`config.mk`:
```
export PLATFORM = sky130hd
export DESIGN_NAME = systolic_skew_feeder
export DESIGN_NICKNAME = d
export VERILOG_FILES = /design/src/rtl/systolic_skew_feeder.sv
export SDC_FILE = /design/constraint.sdc
export NUM_CORES = 1
export LEC_CHECK = 0
export ABC_AREA = 1
export CAP_MARGIN = 15
export CORE_MARGIN = 1
export CORE_UTILIZATION = 45
export CTS_CLUSTER_SIZE = 16
export DETAILED_ROUTE_END_ITERATION = 8
export DONT_BUFFER_PORTS = 1
export SYNTH_ARGS = -nofsm -noshare
export SYNTH_HDL_FRONTEND = slang
export SYNTH_SLANG_ARGS = --single-unit
```
`constraint.sdc`:
```
create_clock -name clk -period 1.5 [get_ports clk]
set_clock_uncertainty 0.05 [all_clocks]
set_input_delay 0.3 -clock clk [delete_from_list [all_inputs] [get_ports clk]]
set_output_delay 0.3 -clock clk [all_outputs]
set_load 0.05 [all_outputs]
```
`src/rtl/systolic_skew_feeder.sv`:
```
// Edge feeder for one side of the MAC systolic array: accepts one vector
// per beat, skews lane i by i extra cycles into a diagonal wavefront, and
// sequences accumulator clear, streaming, zero-flush and a done pulse.
module systolic_skew_feeder #(
    parameter int DATA_WIDTH = 16,
    parameter int NUM_LANES  = 4,
    parameter int NUM_COLS   = 4
) (
    input  logic                            clk,
    input  logic                            rstn,
    input  logic                            start,
    input  logic                            s_valid,
    output logic                            s_ready,
    input  logic [NUM_LANES*DATA_WIDTH-1:0] s_data,
    input  logic                            s_last,
    output logic [NUM_LANES*DATA_WIDTH-1:0] lane_data,
    output logic                            acc_clr_n,
    output logic                            busy,
    output logic                            done
);

    // Zero-flush length: the last operand must travel through every lane
    // skew stage and every PE hop before the array holds a final result.
    localparam int FLUSH_LEN = NUM_LANES + NUM_COLS - 1;
    localparam int CW        = $clog2(FLUSH_LEN + 1);

    typedef enum logic [2:0] {
        IDLE,
        CLEAR,
        STREAM,
        FLUSH,
        DONE
    } state_t;

    state_t                          state;
    state_t                          state_next;
    logic [CW-1:0]                   cnt;
    logic [CW-1:0]                   cnt_next;
    logic                            done_q;
    logic                            clr_n_q;
    logic [NUM_LANES*DATA_WIDTH-1:0] inject;

    assign s_ready   = (state == STREAM);
    assign busy      = (state != IDLE);
    assign done      = done_q;
    assign acc_clr_n = clr_n_q;

    // Anything not accepted through the handshake enters the array as zero.
    assign inject = (s_valid && s_ready) ? s_data : '0;

    // State, flush counter and the registered clear/done strobes.
    always_ff @(posedge clk or negedge rstn) begin
        if (!rstn) begin
            state   <= IDLE;
            cnt     <= '0;
            done_q  <= 1'b0;
            clr_n_q <= 1'b1;
        end else begin
            state   <= state_next;
            cnt     <= cnt_next;
            done_q  <= (state_next == DONE);
            clr_n_q <= (state_next != CLEAR);
        end
    end

    // Next-state and flush-counter decode.
    always_comb begin
        state_next = state;
        cnt_next   = cnt;
        case (state)
            IDLE: begin
                if (start) begin
                    state_next = CLEAR;
                end
            end
            CLEAR: begin
                state_next = STREAM;
            end
            STREAM: begin
                if (s_valid && s_last) begin
                    cnt_next   = CW'(FLUSH_LEN);
                    state_next = FLUSH;
                end
            end
            FLUSH: begin
                if (cnt != '0) begin
                    cnt_next = cnt - CW'(1);
                end
                if (cnt <= CW'(1)) begin
                    state_next = DONE;
                end
            end
            DONE: begin
                state_next = IDLE;
            end
            default: begin
                state_next = IDLE;
                cnt_next   = '0;
            end
        endcase
    end

    // Triangular skew array: lane i owns i+1 stages, so its latency is i+1.
    for (genvar i = 0; i < NUM_LANES; i++) begin : g_lane
        logic [DATA_WIDTH-1:0] stage [0:i];

        // Shift every cycle regardless of FSM state; idle cycles shift in zeros.
        always_ff @(posedge clk or negedge rstn) begin
            if (!rstn) begin
                for (int j = 0; j <= i; j++) begin
                    stage[j] <= '0;
                end
            end else begin
                stage[0] <= inject[i*DATA_WIDTH +: DATA_WIDTH];
                for (int j = 1; j <= i; j++) begin
                    stage[j] <= stage[j-1];
                end
            end
        end

        assign lane_data[i*DATA_WIDTH +: DATA_WIDTH] = stage[i];
    end

endmodule

```
==> results.toml, run 1 <==
[sta]
maxSlewHeadroom_pct = 66.0
period_needed_ps = 1590
report.final.slew_viol_count = 0
fin_crit_sh_pct = 106
rsz0062_at_grt = "true"
fmax_mhz = 628
holdWs_ps = -469
hold_viol = 168
setup_slack_ps = -93.0
worst_pin_slew_ps = 511
setup_viol = 2

[cells_and_area]
nets = 515
multiInputGateArea_um2 = 666
register_area_mm2 = 0.00421
area_growth_pct = 21.0
n_fill_cell = 936
final_common_cell = "dfrtp_1"
drive_gt1_share_pct = 24.0
diodes = 0
final_cell_mix = "dfrtp_1 (166), inv_1 (69), dlygate4sd3_1 (65)"

[grt]
grt_pass1_wl_um = 13600
grt_use_total_pct = 14.4
grt_max_degree = 169
antenna_found_initial = 0
first_global_vias = 2835
grt_overflow = 0

[routing]
drc_errors = 0
first_iter_violations = 128
totalWireLength_um = 8230
dr_total_vias = 2591
wl_per_cell_um = 13.2
firstDrtPassIters = 4
ant_nets = 0
viasPerCell = 4.17

[power]
powerDensity_mw_per_mm2 = 1930
finalPower_mw = 13.1
ir_drop_v = 0.00127
leakage_nw = 3.56

[cts]
cts.sinks = 168
cts-root-buf = "clkbuf_16"
clkLatencyLatePin_ps = 410
cts_buffers = 17
cts_hold_buf = 65
cts_tree = "done"
cts.clk_slew.worst_paths_ps = 60
clk_path_buf_depth = 2
h-tree-depth = 4

[place]
port_buffers = 0
place_congestion = 0.689
place.detailed.hpwl_um = 4540
post-place-ws_ps = 130

[floorplanning]
core_region_area_mm2 = 0.0121
die_w_um = 113
io_pins = 137
rows = 40
die-area_mm2 = 0.0129
initial_core_util_pct = 46.4
die_y_um = 113

[synth]
ys_ff_latch = 168
async_flop_share_pct = 100
syn-num-nets = 474
synth.distinct_cells = 18
yosys.area.top_type_share_pct = 74.7
yosys_warnings = 0
synth-edff-count = 0
post_synth_main_area_contributors = "dfrtp_1 (75%), buf_4 (6.4%), nor2_2 (6.0%)"
ys_seq_area_share_pct = 75.2
syn-mean-instance-area_um2 = 13.9
synth.largest_area_cell = "dfrtp_1"
postSynthCellCount = 402
synthesis.area_mm2 = 0.00559
synth_flop_cell = "dfrtp_1"

[critical_path]
cp_max_fo = 3
required_ps = 1150
crit_path_max_incr_delay_ps = 410
crit_chain = "nor2_4 > nand2_4 > clkinv_4 > buf_8"
cp-start-kind = "flip-flop"
endpoint_kind = "primary output"
slowest_stage = "dfrtp_1"
worst-endpoint-arrival_ps = 1240
path_class = "flip-flop to primary output"

[min_path]
min-delay-path-class = "primary input to asynchronous set/reset pin"

[run_status]
violations = "hold timing, setup timing"
outcome = "complete, but fails checks"

[run]
maxCapViolations = 0
==> Yosys cell counts, types with 2 or more instances <==
cell,n
a21oi_1,2
buf_4,48
buf_8,6
dfrtp_1,167
ha_1,3
inv_1,70
nand2_1,21
nand3_1,7
nor2_1,10
nor2_2,54
nor2_4,7
==> critical path: cells and delay by family, from the launching register on <==
kind          cells  cell delay, ps
simple gates      2             240
flops             1             410
buf+inv           2             180
==> area by class of cell <==
class / count / share of cell area, %
inverters: 71 / 4.01
well taps: 168 / 3.11
clock inverters: 10 / 2.48
multi-input cells: 109 / 9.83
flip-flops and latches: 168 / 62.1
repair buffers: 76 / 11.5
clock buffers: 20 / 6.89
==> state kept, by name, summed over array words and instances (netlist names) <==
| register | count |
|---|---|
| g_lane.stage | 112 |
| lane_data | 48 |
| cnt | 3 |
| state | 3 |
| acc_clr_n | 1 |
| done | 1 |
==> repair_timing <==
| item | CTS | global route |
|---|---|---|
| setup buffers | 4 | 1 |
| pin swaps | 1 | 1 |
| endpoints found under the hold margin | 233 | 168 |
| gates resized for setup | 4 | 4 |
| setup endpoints to repair | 2 | 2 |
==> final timing paths <==
path                                      from                   to  slack, ps  depth (start not counted)
max                                   state[2]              s_ready        -90                          4
min                                       rstn               cnt[2]       -470                          0
max reg2reg                           state[1]  g_lane[3].stage[63]         10                          7
min reg2reg                g_lane[3].stage[61]  g_lane[3].stage[45]        290                          0
max in group asynchronous                 rstn  g_lane[2].stage[38]       1640                          0
min in group clk                       s_valid   g_lane[0].stage[4]         40                          2
==> through the flow <==
stage | utilization [%] | setup TNS (ps) | cell area [um^2] | cells
final | 56.1 | -161 | 6770 | 622
after global routing | 56.1 | -518 | 6770 | 622
after CTS | 56.0 | -243 | 6750 | 621
after detailed placement | 45.0 | 0 | 5420 | 522
after global placement | 45.0 | 0 | 5420 | 522
after floorplan | - | 0 | 5590 | 402
==> power breakdown <==
group | total [mW] | internal [mW] | switching, mW | leakage (nW)
Clock | 4.58 | 2.91 | 1.67 | 0.309
Combinational | 1.70 | 0.709 | 0.988 | 0.964
Sequential | 6.79 | 5.34 | 1.45 | 2.28
Total | 13.1 | 8.96 | 4.11 | 3.56
==> per-layer routing <==
layer | routed length (um) | part of all wire, % | global-route usage [%] | up-vias
met3 | 564 | 6.9 | 7.07 | 15
met4 | 169 | 2.1 | 7.54 | 0
met5 | 0 | 0 | 0 | -
met1 | 3310 | 40 | 16.5 | 1287
met2 | 4180 | 51 | 22.3 | 94
li1 | - | - | - | 1195
==> cell families (layout without fill, tap and decap cells) <==
kind of cell / after synthesis / after routing / share of synthesized area (%)
compound gates: 4 / 4 / 0.403
buf+inv: 125 / 177 / 12.9
flops: 168 / 168 / 75.2
simple gates: 102 / 102 / 10.8
fa+ha+maj: 3 / 3 / 0.671
No activity file was read; power rests on OpenSTA's default activity.
==> run 2: changes to the inputs <==
==> constraint.sdc (replaced) <==
create_clock -name clk -period 1.7 [get_ports clk]
set_clock_uncertainty 0.05 [all_clocks]
set_input_delay 0.34 -clock clk [delete_from_list [all_inputs] [get_ports clk]]
set_output_delay 0.34 -clock clk [all_outputs]
set_load 0.05 [all_outputs]
==> run 2 against run 1 <==
Net effect:
- the run ends with hold timing left
- final area down 2.7%
- clock-buffer cell count down 1
- global-route usage down 0.43 points
- register-to-register slack better by 240 ps
- utilization down 1.5 points
- clock power down 24%
- setup slack better by 120 ps
- die area unchanged
- largest cell class unchanged
==> results.toml, run 2 (synthesized netlist as in run 1, its figures left out) <==
[sta]
holdWs_ps = -432
setup_slack_ps = 28.1
maxSlewHeadroom_pct = 67.4
report.final.slew_viol_count = 0
hold_viol = 168
setup_viol = 0
fin_crit_sh_pct = 98.3
rsz0062_at_grt = "true"
worst_pin_slew_ps = 489
fmax_mhz = 598
tns_ps = 0
period_needed_ps = 1670

[cells_and_area]
area_growth_pct = 17.7
diodes = 0
final_cell_mix = "dfrtp_1 (165), inv_1 (70), dlygate4sd3_1 (59)"
n_fill_cell = 965
register_area_mm2 = 0.00421
drive_gt1_share_pct = 24.0
nets = 505
final_cells = 613
regMostFlops = "g_lane.stage"
largest_reg_flops = 112
utilization_pct = 54.6
multiInputGateArea_um2 = 673
final_common_cell = "dfrtp_1"

[grt]
antenna_found_initial = 0
grt_pass1_wl_um = 13100
grt_max_degree = 169
first_global_vias = 2738
grt_use_total_pct = 14.0
grt_overflow = 0

[place]
placed_cells = 518
place.detailed.hpwl_um = 4520
place_congestion = 0.676
port_buffers = 0
post-place-ws_ps = 230

[routing]
drc_errors = 0
firstDrtPassIters = 6
first_iter_violations = 181
ant_nets = 0
dr_total_vias = 2543
totalWireLength_um = 7890
viasPerCell = 4.15
wl_per_cell_um = 12.9

[floorplanning]
die-area_mm2 = 0.0129
die_w_um = 113
core_region_area_mm2 = 0.0121
initial_core_util_pct = 46.4
rows = 40
io_pins = 137
die_y_um = 113

[critical_path]
worst-endpoint-arrival_ps = 1280
crit_path_max_incr_delay_ps = 440
path_class = "flip-flop to primary output"
slowest_stage = "dfrtp_2"
crit_chain = "nor2_4 > nand2_4 > clkinv_8"
cp-start-kind = "flip-flop"
endpoint_kind = "primary output"
cp_max_fo = 5
required_ps = 1310
cp_top_family = "flip-flops"
cp_num_buf_inv = 1

[power]
ir_drop_v = 0.00104
p_sw_share_pct = 33.8
powerDensity_mw_per_mm2 = 1650
leakage_nw = 3.46
p_sw_mw = 3.66
seqPwrFrac_pct = 55.4
p_int_mw = 7.18
pwr-share-comb_pct = 12.7
clkPwrFrac_pct = 31.9

[cts]
clkLatencyLatePin_ps = 420
cts.clk_slew.worst_paths_ps = 60
cts_tree = "done"
clk_path_buf_depth = 2
cts.sinks = 168
h-tree-depth = 4
cts_buffers = 17
cts-root-buf = "clkbuf_16"

[run]
maxCapViolations = 0

[run_status]
violations = "hold timing"
outcome = "complete, but fails checks"

[min_path]
min-delay-path-class = "primary input to asynchronous set/reset pin"
-- run 2: worst paths after layout --
check / to / cells after the start / from / slack, ps
worst max-delay path: s_ready / 3 / state[0] / 30
worst min-delay path: state[1] / 0 / rstn / -430
worst max register to register: g_lane[3].stage[63] / 6 / state[0] / 250
worst min register to register: g_lane[2].stage[18] / 0 / g_lane[2].stage[34] / 300
max in group asynchronous: lane_data[17] / 0 / rstn / 1760
min in group clk: g_lane[3].stage[50] / 2 / s_data[50] / 20
-- run 2: per-layer routing --
metal / track usage, % / share of wire [%] / up-vias
met2: 21.1 / 50 / 94
met4: 7.37 / 2.3 / 0
met3: 7.01 / 6.4 / 14
met5: 0 / 0 / -
li1: - / - / 1174
met1: 16.4 / 42 / 1261
-- run 2: per-stage QoR --
step | area, um^2 | power (mW)
detailed placement | 5390 | 7.22
global route | 6590 | 11.4
finish | 6590 | 10.8
global placement | 5390 | 7.16
floorplan | 5590 | 7.31
CTS | 6520 | 10.8
-- run 2: what timing repair did --
action,CTS,global route
setup endpoints to repair,2,2
gates resized for setup,2,4
hold buffers,58,1
pin swaps,0,1
hold endpoints to repair,226,169
setup buffers,0,5
-- run 2: power by group through the flow --
stage	combinational (mW)	sequential (mW)	clock, mW
2_1_floorplan	2.04	5.26	0
3_3_place_gp	1.09	6.07	0
3_5_place_dp	1.13	6.09	0
4_1_cts	1.25	6.02	3.58
5_1_grt	1.53	6.09	3.76
6_report	1.37	6.00	3.46
-- run 2: cell type report --
class	count	area share [%]
Clock inverter	12	1.43
Tap cell	168	3.19
Timing Repair Buffer	66	10.1
Multi-Input combinational cell	109	10.2
Inverter	71	4.24
Sequential cell	168	63.9
Clock buffer	19	6.88
